===== config.mk =====
export PLATFORM = sky130hd
export DESIGN_NAME = alu_op_sequencer
export DESIGN_NICKNAME = d
export VERILOG_FILES = /design/src/rtl/alu_op_sequencer_pkg.sv /design/src/rtl/alu_op_sequencer_funct_decoder.sv /design/src/rtl/alu_op_sequencer.sv
export SDC_FILE = /design/constraint.sdc
export NUM_CORES = 1
export LEC_CHECK = 0
export ABC_AREA = 1
export BUFFER_PORTS_ARGS = -buffer_cell sky130_fd_sc_hd__buf_2
export CAP_MARGIN = 20
export CORE_ASPECT_RATIO = 1.1
export CORE_MARGIN = 1.5
export CORE_UTILIZATION = 44
export DETAILED_ROUTE_END_ITERATION = 10
export GPL_TIMING_DRIVEN = 0
export PLACE_DENSITY = 0.69
export SETUP_SLACK_MARGIN = 0.1
export SLEW_MARGIN = 5
export SYNTH_ARGS = -nofsm -noshare
export SYNTH_HDL_FRONTEND = slang
export SYNTH_SLANG_ARGS = --single-unit

===== constraint.sdc =====
create_clock -name clk -period 1.82 [get_ports clk]
set_input_delay 0.364 -clock clk [delete_from_list [all_inputs] [get_ports clk]]
set_output_delay 0.364 -clock clk [all_outputs]
set_load 0.01 [all_outputs]

===== src/rtl/alu_op_sequencer_pkg.sv =====
// Shared definitions for the R-type issue sequencer: ALU op codes, funct codes,
// instruction field positions and FSM state encoding.
package alu_op_sequencer_pkg;

  localparam int ALU_OP_W = 3;

  localparam logic [ALU_OP_W-1:0] ALU_AND = 3'd0;
  localparam logic [ALU_OP_W-1:0] ALU_OR  = 3'd1;
  localparam logic [ALU_OP_W-1:0] ALU_XOR = 3'd2;
  localparam logic [ALU_OP_W-1:0] ALU_INC = 3'd3;
  localparam logic [ALU_OP_W-1:0] ALU_ADD = 3'd4;
  localparam logic [ALU_OP_W-1:0] ALU_SUB = 3'd5;
  localparam logic [ALU_OP_W-1:0] ALU_SLT = 3'd6;
  localparam logic [ALU_OP_W-1:0] ALU_SLL = 3'd7;

  localparam logic [5:0] FUNCT_AND  = 6'h24;
  localparam logic [5:0] FUNCT_OR   = 6'h25;
  localparam logic [5:0] FUNCT_XOR  = 6'h26;
  localparam logic [5:0] FUNCT_INC  = 6'h3F;
  localparam logic [5:0] FUNCT_ADD  = 6'h20;
  localparam logic [5:0] FUNCT_SUB  = 6'h22;
  localparam logic [5:0] FUNCT_SLT  = 6'h2A;
  localparam logic [5:0] FUNCT_SLLV = 6'h04;

  localparam logic [5:0] OP_RTYPE = 6'h00;

  localparam int OP_MSB    = 31;
  localparam int OP_LSB    = 26;
  localparam int RS_MSB    = 25;
  localparam int RS_LSB    = 21;
  localparam int RT_MSB    = 20;
  localparam int RT_LSB    = 16;
  localparam int RD_MSB    = 15;
  localparam int RD_LSB    = 11;
  localparam int SHAMT_MSB = 10;
  localparam int SHAMT_LSB = 6;
  localparam int FUNCT_MSB = 5;
  localparam int FUNCT_LSB = 0;

  typedef enum logic [1:0] {
    ST_IDLE   = 2'd0,
    ST_DECODE = 2'd1,
    ST_EXEC   = 2'd2,
    ST_WB     = 2'd3
  } state_e;

  // Arithmetic ops whose overflow can trap the write-back.
  function automatic logic is_ovf_op(input logic [ALU_OP_W-1:0] op);
    return (op == ALU_INC) || (op == ALU_ADD) || (op == ALU_SUB);
  endfunction

endpackage


===== src/rtl/alu_op_sequencer_funct_decoder.sv =====
// Combinational R-type decoder: maps op/funct to a 3-bit ALU op plus a legal flag.
module alu_op_sequencer_funct_decoder
  import alu_op_sequencer_pkg::*;
(
  input  logic [5:0]          i_op,
  input  logic [5:0]          i_funct,
  output logic [ALU_OP_W-1:0] o_alu_op,
  output logic                o_legal
);

  logic w_funct_ok;

  always_comb begin
    o_alu_op   = ALU_AND;
    w_funct_ok = 1'b1;
    case (i_funct)
      FUNCT_AND:  o_alu_op = ALU_AND;
      FUNCT_OR:   o_alu_op = ALU_OR;
      FUNCT_XOR:  o_alu_op = ALU_XOR;
      FUNCT_INC:  o_alu_op = ALU_INC;
      FUNCT_ADD:  o_alu_op = ALU_ADD;
      FUNCT_SUB:  o_alu_op = ALU_SUB;
      FUNCT_SLT:  o_alu_op = ALU_SLT;
      FUNCT_SLLV: o_alu_op = ALU_SLL;
      default:    w_funct_ok = 1'b0;
    endcase
  end

  assign o_legal = (i_op == OP_RTYPE) && w_funct_ok;

endmodule


===== src/rtl/alu_op_sequencer.sv =====
// Four-state issue sequencer (IDLE/DECODE/EXEC/WB) driving register-file
// addresses, ALU op and the write strobe; one instruction per four cycles.
module alu_op_sequencer
  import alu_op_sequencer_pkg::*;
#(
  parameter int CNT_W      = 16,
  parameter bit TRAP_ON_OF = 1'b1
) (
  input  logic                clk,
  input  logic                Reset,
  input  logic [31:0]         instr,
  input  logic                instr_valid,
  output logic                instr_ready,
  input  logic                ZF,
  input  logic                OF,
  output logic [4:0]          R_Addr_A,
  output logic [4:0]          R_Addr_B,
  output logic [4:0]          W_Addr,
  output logic [ALU_OP_W-1:0] ALU_OP,
  output logic                Write_Reg,
  output logic                zf_q,
  output logic                of_q,
  output logic                illegal,
  output logic                ovf_trap,
  output logic [CNT_W-1:0]    retired
);

  state_e              r_state;
  logic [5:0]          r_op;
  logic [5:0]          r_funct;
  logic [4:0]          r_rs;
  logic [4:0]          r_rt;
  logic [4:0]          r_rd;
  logic                r_ovf_sup;

  logic [ALU_OP_W-1:0] w_alu_op;
  logic                w_legal;
  logic                w_ovf_hit;
  logic                w_unused_shamt;

  // The shift-amount field has no meaning for this op set.
  assign w_unused_shamt = ^instr[SHAMT_MSB:SHAMT_LSB];

  alu_op_sequencer_funct_decoder u_funct_decoder (
    .i_op     (r_op),
    .i_funct  (r_funct),
    .o_alu_op (w_alu_op),
    .o_legal  (w_legal)
  );

  // OF is sampled at the end of EXEC so the strobe can be decided before WB.
  assign w_ovf_hit = TRAP_ON_OF && is_ovf_op(ALU_OP) && OF;

  always_ff @(posedge clk) begin
    if (Reset) begin
      r_state     <= ST_IDLE;
      r_op        <= '0;
      r_funct     <= '0;
      r_rs        <= '0;
      r_rt        <= '0;
      r_rd        <= '0;
      r_ovf_sup   <= 1'b0;
      instr_ready <= 1'b1;
      R_Addr_A    <= '0;
      R_Addr_B    <= '0;
      W_Addr      <= '0;
      ALU_OP      <= '0;
      Write_Reg   <= 1'b0;
      zf_q        <= 1'b0;
      of_q        <= 1'b0;
      illegal     <= 1'b0;
      ovf_trap    <= 1'b0;
      retired     <= '0;
    end else begin
      Write_Reg <= 1'b0;
      case (r_state)
        ST_IDLE: begin
          if (instr_valid && instr_ready) begin
            r_op        <= instr[OP_MSB:OP_LSB];
            r_rs        <= instr[RS_MSB:RS_LSB];
            r_rt        <= instr[RT_MSB:RT_LSB];
            r_rd        <= instr[RD_MSB:RD_LSB];
            r_funct     <= instr[FUNCT_MSB:FUNCT_LSB];
            instr_ready <= 1'b0;
            r_state     <= ST_DECODE;
          end
        end
        ST_DECODE: begin
          R_Addr_A <= r_rs;
          R_Addr_B <= r_rt;
          W_Addr   <= r_rd;
          ALU_OP   <= w_alu_op;
          if (w_legal) begin
            r_state <= ST_EXEC;
          end else begin
            illegal     <= 1'b1;
            instr_ready <= 1'b1;
            r_state     <= ST_IDLE;
          end
        end
        ST_EXEC: begin
          // Writes to r0 are dropped so it always reads as zero.
          Write_Reg <= !w_ovf_hit && (W_Addr != 5'd0);
          r_ovf_sup <= w_ovf_hit;
          r_state   <= ST_WB;
        end
        ST_WB: begin
          zf_q <= ZF;
          of_q <= OF;
          if (r_ovf_sup) begin
            ovf_trap <= 1'b1;
          end else begin
            retired <= retired + 1'b1;
          end
          instr_ready <= 1'b1;
          r_state     <= ST_IDLE;
        end
        default: begin
          instr_ready <= 1'b1;
          r_state     <= ST_IDLE;
        end
      endcase
    end
  end

endmodule


Yosys cells after proc, flatten, opt, wreduce, memory -nomap -nowiden
Cells that the tools add are included.
Widths: inputs -> output; s select.
{ "word_totals": {"ff_bits": 70, "inputBits": 37, "output_inout_bits": 40, "elab_cells": 64} }
{ "op_classes": {"n_addsub": 1, "n_eq_ne": 16, "n_mux": 8, "n_bitwise": 3, "reduce_logical": 18} }
{ "op_table": {"columns": ["op", "count"], "rows": [
  ["$eq 6x6->1 const B", 7],
  ["$pmux 3 s7", 1],
  ["$add 16x1->16 const B", 1],
  ["$pmux 2 s4", 1],
  ["$reduce_and 2->1", 4],
  ["$reduce_or 8->1", 1],
  ["$eq 3x3->1 const B", 2],
  ["$eq 6x3->1 const B", 1],
  ["$logic_not 6->1", 1],
  ["$reduce_bool 5->1", 1],
  ["$eq 2x2->1 const B", 2],
  ["$logic_and 1x1->1", 4],
  ["$mux 2", 2],
  ["$ne 2x2->1 const B", 2],
  ["$eq 3x2->1 const B", 1],
  ["$mux 1", 3],
  ["$not 1->1", 3],
  ["$pmux 1 s3", 1],
  ["$reduce_and 3->1", 1],
  ["$reduce_bool 3->1", 1],
  ["$eq 2x1->1 const B", 1],
  ["$logic_not 2->1", 1],
  ["$logic_or 1x1->1", 2],
  ["$reduce_or 2->1", 1],
  ["$logic_not 1->1", 1]
]} }

Logic depth before layout (Yosys ltp)
Gate-level depths: netlist of the first run.
{ "logic_depth": {"depth_word": 6, "depth_mapped": 10} }

Modules after synthesis
Synthesis of the first run repeated with hierarchy kept, for this count alone.
{ "hier_totals": {"cells_unflattened": 411, "area_unflattened_um2": 2934.1} }
{ "modules_own_cells": {"columns": ["mod", "instances", "cells_per_inst", "area_per_inst_um2", "seq_area_each_um2"], "rows": [
  ["alu_op_sequencer", 1, 372, 2746.4, 1401.3],
  ["alu_op_sequencer_funct_decoder", 1, 39, 187.7, 0.0]
]} }

Worst setup path before layout of the first run
OpenSTA, ideal clock, no wires.
{ "synth_path": {"kind": "register to register", "startpoint": "register retired[2]", "endpoint": "register retired[13]", "setup_time_ps": 70, "t_arrival_ps": 1288, "slack_ps": 462, "path_stages_with_launch": 8, "path_buffers": 0, "period_less_slack_ps": 1358, "path_cell_list": "dfxtp_1 -> nand2_1 -> nor2_1 -> nand2_4 -> nor2_4 -> nand2_2 -> or3_1 -> a21oi_1"} }
{ "synth_between": {"elab_chain_cells": 1} }
{ "synth_rtl": {"columns": ["element", "line_no", "rtl"], "rows": [
  ["from (decl)", "alu_op_sequencer.sv:25", "output logic [CNT_W-1:0] retired"],
  ["from (signal assigned)", "alu_op_sequencer.sv:113", "retired <= retired + 1'b1;"],
  ["$add 16x1->16", "alu_op_sequencer.sv:113", null]
]} }
Every way passes these cells.
A chain may end at the register's enable or synchronous reset.

Worst setup path in the final report of the first run
{ "layout_path": {"startpoint": "register instr_ready", "endpoint": "register r_funct[4]"} }
{ "layout_between": {"elab_chain_cells": 2} }
{ "layout_rtl": {"columns": ["element", "line_no", "rtl"], "rows": [
  ["from (decl)", "alu_op_sequencer.sv:13", "output logic instr_ready,"],
  ["from (signal assigned)", "alu_op_sequencer.sv:63", "instr_ready <= 1'b1;"],
  ["from (signal assigned)", "alu_op_sequencer.sv:84", "instr_ready <= 1'b0;"],
  ["from (signal assigned)", "alu_op_sequencer.sv:97", "instr_ready <= 1'b1;"],
  ["$logic_and 1x1->1", "alu_op_sequencer.sv:78", "if (instr_valid && instr_ready) begin"],
  ["$reduce_and 2->1 (no source line)", null, null],
  ["to (signal assigned)", "alu_op_sequencer.sv:83", "r_funct <= instr[FUNCT_MSB:FUNCT_LSB];"],
  ["to (decl)", "alu_op_sequencer.sv:30", "logic [5:0] r_funct;"]
]} }
Every way passes these cells.

==> results of run 1 <==
-- final cells by class --
type                            instances  area (um^2)
Fill cell                             603         2680
Sequential cell                        70         1400
Multi-Input combinational cell        252         1200
Timing Repair Buffer                   71          355
Clock buffer                           10          138
Inverter                               34          128
Tap cell                               80          100
Clock inverter                          5         58.8
Buffer                                 15         56.3
-- worst paths after layout --
kind                                  end  slack (ns)  cells past startpoint
setup / recovery  r_funct[4]$_SDFFE_PP0P_        0.31                      6
hold / removal       r_rt[1]$_SDFFE_PP0P_        0.23                      3
setup reg to reg  r_funct[4]$_SDFFE_PP0P_        0.31                      6
hold reg to reg      r_op[0]$_SDFFE_PP0P_        0.46                      2
-- sequential cells by signal (all words and copies together), names as in the netlist, named ones only --
register and flops:
zf_q 1, r_rd 5, r_rs 5, r_rt 5, retired 16, ovf_trap 1
instr_ready 1, R_Addr_B 5, Write_Reg 1, r_ovf_sup 1, W_Addr 5, r_funct 6
R_Addr_A 5, ALU_OP 3, of_q 1, r_state 1, illegal 1, r_op 6
-- through the flow --
step	hold slack [ns]	std cells
after floorplan	0.430	371
after global placement	0.445	522
after detailed placement	0.452	522
after CTS	0.219	537
after global routing	0.230	537
final	0.229	537
-- worst min-delay path: stages --
cell and delay [ns]:
buf_2 0.07, nor2_1 0.03, nor2_1 0.08
-- repair_timing --
| action | CTS | global route |
|---|---|---|
| gates resized for setup | 0 | 3 |
| endpoints found under the hold margin | 0 | 0 |
| endpoints found under the setup margin | 0 | 15 |
-- kinds of logic (layout without fill, tap and decap cells) --
| family | after synthesis | in the layout |
|---|---|---|
| and+or+nand+nor | 162 | 162 |
| AOI/OAI and AO/OA | 87 | 87 |
| DFF | 70 | 70 |
| adders and majority gates | 1 | 1 |
| xor gates and xnor gates | 2 | 2 |
| buffers and inverters | 49 | 135 |
-- where the power goes --
group	switching, W	internal, W
Sequential	0.0000836	0.00167
Combinational	0.000312	0.000180
Clock	0.000594	0.000664
Total	0.000990	0.00252
-- layout by cell type, fill, tap and decap left out, drive strengths merged --
master / netlist / layout
nor2: 100 / 100
buf: 1 / 72
dfxtp: 70 / 70
o21ai: 54 / 54
nand2: 39 / 39
inv: 34 / 35
clkbuf: 14 / 24
a21oi: 23 / 23
nand3: 11 / 11
nor3: 7 / 7
o21a: 4 / 4
and3: 2 / 2
xor2: 2 / 2
a211oi: 2 / 2
clkinvlp: 0 / 2
o211ai: 1 / 1
a41oi: 1 / 1
a31oi: 1 / 1
or3: 1 / 1
nor3b: 1 / 1
or2: 1 / 1
a221oi: 1 / 1
ha: 1 / 1
clkinv: 0 / 1
bufinv: 0 / 1
-- routing by layer --
| layer | track usage (%) | part of all wire (%) |
|---|---|---|
| met5 | 0 | 0 |
| met4 | 11.9 | 2.3 |
| met3 | 4.63 | 6.3 |
| met2 | 34.5 | 48 |
| met1 | 25.6 | 43 |
==> results.ini, run 1 <==
[synth]
synth-seq-cells = 70
yosys.area_share.adder_pct = 0.451
netlist.area_leader.share_pct = 50.5
ys_seq_area_share_pct = 50.5
netlist_instances = 371
synthTopCellsByArea = dfxtp_1 (50%), nor2_1 (13%), o21ai_0 (9.7%)
synth_xor_area_share_pct = 0.631
netlist_area_um2 = 2780
syn-mean-instance-area_um2 = 7.48
yosys.area.top_type = dfxtp_1
synth_top_family_by_area = simple AND/OR/NAND/NOR gates
synth_cell_types = 26
ys_warn_count = 0
yosys.area_share.simple_pct = 25.2
muxShareOfSynthArea_pct = 0
syn-num-nets = 409
synth_ff_type = dfxtp_1
synth-edff-count = 0
synth_compound_area_share_pct = 16.6
yosys-top-cells-count = nor2_1 (95), dfxtp_1 (70), o21ai_0 (54), inv_1 (34), nand2_1 (34)
synthArstFlopShare_pct = 0
synth.most_common_cell = nor2_1

[worst_setup_path]
cp_slowest_stage_delay_ns = 0.37
worstSetupStartpoint = instr_ready$_SDFFE_PP1P_
critPathKind = flip-flop to flip-flop
start_kind = flip-flop
worstPathArrival_ns = 1.73
crit_family = buffers and inverters
critPathRequiredTime_ns = 2.04
r2r_start = instr_ready$_SDFFE_PP1P_
crit_chain = nand2_1 -> nor3_2 -> inv_1 -> clkbuf_1 -> o21ai_0 -> a21oi_1
cp_max_fo = 10
crit_slowest_cell = dfxtp_1
cp-end-kind = flip-flop
path_buf_inv = 2

[timing]
worstMarginPinSlew_ns = 0.557
fin_crit_ns = 1.51
fin_ws_ns = 0.308
fin_crit_sh_pct = 83.1
tns_ns = 0
hold_violations = 0
slew_headroom_pct = 62.9
rsz0062_at_grt = false
fmax_mhz = 661
finalSetupViolations = 0
fin_worst_skew_ns = 0.0130
finalMaxSlewViolations = 0

[power]
leakage_nw = 1.61
vdd_drop_max_uv = 553
p_per_area_nw_per_um2 = 1020
p_total_w = 0.00350

[clocking]
clk_latency_ns = 0.36
post_cts_buffers = 0
clock_sink_count = 70
root_buffer = clkbuf_8
clockBufferDepth = 2
cts_tree = yes
cts.clk_slew.worst_paths_ns = 0.07
cts_hold_buf = 0
htreeDepth = 3
cts_buffers = 9

[floorplan]
io-pin-count = 77
start_util_pct = 45.4
rows = 30
fp.dieArea_um2 = 6800
coreArea_um2 = 6120
die_width_um = 78.7
die_h_um = 86.3

[drt]
wl_per_cell_um = 12.0
drtAntennaViolNets = 0
viasPerCell = 4.88
route.detailed.drc = 0
drt_iter0_markers = 151
via_count = 2622
routed_wl_mm = 6.45
drtPass1Iterations = 4

[final_layout]
n_antenna_cell = 0
fin_area_um2 = 3440
finish.utilization_pct = 56.2
syn_to_final_growth_pct = 23.7
drive_gt1_share_pct = 22.1
nNetsFinal = 491

[grt]
grt_overflow = 0
antenna_found_initial = 0
grt_pass1_vias = 2379
grt_max_degree = 13
grt_usage_pct = 21.1
grt_pass1_wl_mm = 10.9

[placement]
hpwl_mm = 4.73
dp_worst_setup_slack_ns = 0.0189
port_buffers = 71
routabilityCongestion = 0.892
placed_area_um2 = 3230

[worst_hold_path]
hold_start = instr[17]
hold_path_class = input port to flip-flop

[status]
status = finished clean

[run]
cap_violations = 0

Power figures use the tool's default switching activity.
==> run 2: changes to the inputs <==
--- a/config.mk
+++ b/config.mk
@@ -13,7 +13,7 @@
 export CORE_UTILIZATION = 44
 export DETAILED_ROUTE_END_ITERATION = 10
 export GPL_TIMING_DRIVEN = 0
-export PLACE_DENSITY = 0.69
+export PLACE_DENSITY = 0.72
 export SETUP_SLACK_MARGIN = 0.1
 export SLEW_MARGIN = 5
 export SYNTH_ARGS = -nofsm -noshare
==> constraint.sdc (replaced) <==
create_clock -name clk -period 1.3 [get_ports clk]
set_input_delay 0.26 -clock clk [delete_from_list [all_inputs] [get_ports clk]]
set_output_delay 0.26 -clock clk [all_outputs]
set_load 0.01 [all_outputs]
==> run 2 against run 1 <==
- the run now ends with setup timing left
- non-clock buffer count is 19 higher
- clock power rose by 54%
- total power rose by 52%
- combinational power up 85%
- count of clock-buffer cells in the layout is 1 lower
- flip-flop and latch count unchanged
- cell count up 3.7%
- clock skew fell by 0.0066 ns
- sequential power increased by 42%
- critical path depth increased by 1
- final area grew 14%
- maximum frequency grew 6.3%
- highest routed layer unchanged
==> results.ini, run 2 (synthesis gave the netlist of run 1 again) <==
[floorplan]
rows = 30  ; unchanged
start_util_pct = 45.4  ; unchanged
coreArea_um2 = 6120  ; unchanged
die_h_um = 86.3  ; unchanged
io-pin-count = 77  ; unchanged
fp.dieArea_um2 = 6800  ; unchanged
die_width_um = 78.7  ; unchanged

[timing]
hold_violations = 0  ; unchanged
finalMaxSlewViolations = 0  ; unchanged
fmax_mhz = 703  ; +6.3%
fin_ws_ns = -0.123  ; -0.431 ns
fin_crit_ns = 1.42  ; -0.0891 ns
finalSetupViolations = 25  ; +25
hold_ws_ns = 0.141  ; -0.0882 ns
tns_ns = -1.56  ; -1.56 ns
worstMarginPinSlew_ns = 0.616  ; +0.0588 ns
fin_worst_skew_ns = 0.00645  ; -0.00656 ns
rsz0062_at_grt = true
slew_headroom_pct = 59.0  ; -3.9 points
fin_crit_sh_pct = 109  ; +26 points

[grt]
grt_pass1_vias = 2455  ; +3.2%
grt_overflow = 0  ; unchanged
grt_usage_pct = 21.2  ; +0.10 points
grt_pass1_wl_mm = 11.1  ; +1.8%
grt_max_degree = 14  ; +1
antenna_found_initial = 0  ; unchanged

[drt]
via_count = 2783  ; +6.1%
routed.top_layer = met4
drtPass1Iterations = 4  ; unchanged
wl_met1_mm = 3.18  ; +14%
wl_per_cell_um = 13.0  ; +8.2%
routed_wl_mm = 7.24  ; +12%
wl_met2_mm = 3.51  ; +14%
route.detailed.drc = 0  ; unchanged
met3RoutedLength_um = 413  ; +1.5%
drt_iter0_markers = 111  ; -26%
viasPerCell = 5.00  ; +2.3%
drtAntennaViolNets = 0  ; unchanged

[worst_hold_path]
hold_path_class = input port to flip-flop

[status]
violations = setup timing
status = finished with violations

[final_layout]
fin_cells = 557  ; +3.7%
top_regs = retired: 16 flops, r_funct: 6 flops, r_op: 6 flops
n_antenna_cell = 0  ; unchanged
largest_reg_flops = 16  ; unchanged
drive_gt1_share_pct = 40.9  ; +19 points
nNetsFinal = 510  ; +3.9%
syn_to_final_growth_pct = 40.5
finish.utilization_pct = 63.7  ; +7.6 points
layout_commonest_cell = nor2_1
final_cell_mix = nor2_1 (78), buf_2 (71), dfxtp_1 (56)
top_register = retired

[clocking]
cts_tree = yes
root_buffer = clkbuf_8
cts_buffers = 9  ; unchanged
clockBufferDepth = 2  ; unchanged
htreeDepth = 3  ; unchanged
cts_hold_buf = 0  ; unchanged
clock_sink_count = 70  ; unchanged
cts.clk_slew.worst_paths_ns = 0.08  ; about the same
clk_latency_ns = 0.34  ; -0.02 ns

[power]
vdd_drop_max_uv = 1000  ; +81%
p_per_area_nw_per_um2 = 1370  ; +34%
leakage_nw = 1.83  ; +14%

[worst_setup_path]
cp_max_fo = 4  ; -6
worstPathArrival_ns = 1.69  ; -0.04 ns
critPathKind = flip-flop to flip-flop
critPathRequiredTime_ns = 1.57  ; -0.47 ns
cp-end-kind = flip-flop
start_kind = flip-flop

[placement]
hpwl_mm = 4.67  ; -1.3%
routabilityCongestion = 0.916  ; +2.6%
place_inst = 522  ; unchanged
port_buffers = 71  ; unchanged

[run]
cap_violations = 0  ; unchanged

-- run 2: what timing repair did --
item,CTS,global route
hold endpoints to repair,0,0
gates resized for setup,44,55
setup buffers,10,10
endpoints found under the setup margin,62,66
cloned,0,1
pin swaps,12,16
-- run 2: critical path: stages, from the launching register on --
cell and delay, ns:
dfxtp_4 0.38, nand2_4 0.06, nor2_4 0.18, nand2_4 0.08
nor2_4 0.13, nand2_4 0.09, or3_4 0.34, a21oi_2 0.11
-- run 2: layout make-up --
cell class,instances,area [um^2]
buffer,14,97.6
timing repair buffer,91,528
inverter,34,138
fill,538,2220
tap,80,100
clock inverter,7,96.3
clock buffer,9,124
sequential,70,1430
multi-input combinational,252,1390
-- run 2: per-layer routing --
layer	up-vias	track usage (%)
met4	0	10.7
met2	94	34.7
met5	-	0
li1	1401	-
met3	12	3.89
met1	1276	26.6
-- run 2: final timing paths --
path         slack, ns                    start  cells past startpoint                        to
min               0.14                instr[21]                      3      r_rs[0]$_SDFFE_PP0P_
max reg2reg      -0.12  r_state[0]$_SDFFE_PP0P_                      7  retired[13]$_SDFFE_PP0P_
max              -0.12  r_state[0]$_SDFFE_PP0P_                      7  retired[13]$_SDFFE_PP0P_
min reg2reg       0.47     r_op[0]$_SDFFE_PP0P_                      2      r_op[0]$_SDFFE_PP0P_
-- run 2: where the power goes --
part / internal, W / switching [W]
Sequential: 0.00234 / 0.000140
Clock: 0.00108 / 0.000853
Combinational: 0.000377 / 0.000532
Total: 0.00380 / 0.00152
-- run 2: metrics by stage --
step / worst slack (ns) / cell area (um^2) / power [W]
after floorplan: 0.00949 / 2820 / 0.00293
after global placement: -0.360 / 3270 / 0.00318
after detailed placement: -0.411 / 3270 / 0.00320
after CTS: -0.126 / 3680 / 0.00521
after global routing: -0.253 / 3900 / 0.00558
final: -0.123 / 3900 / 0.00533
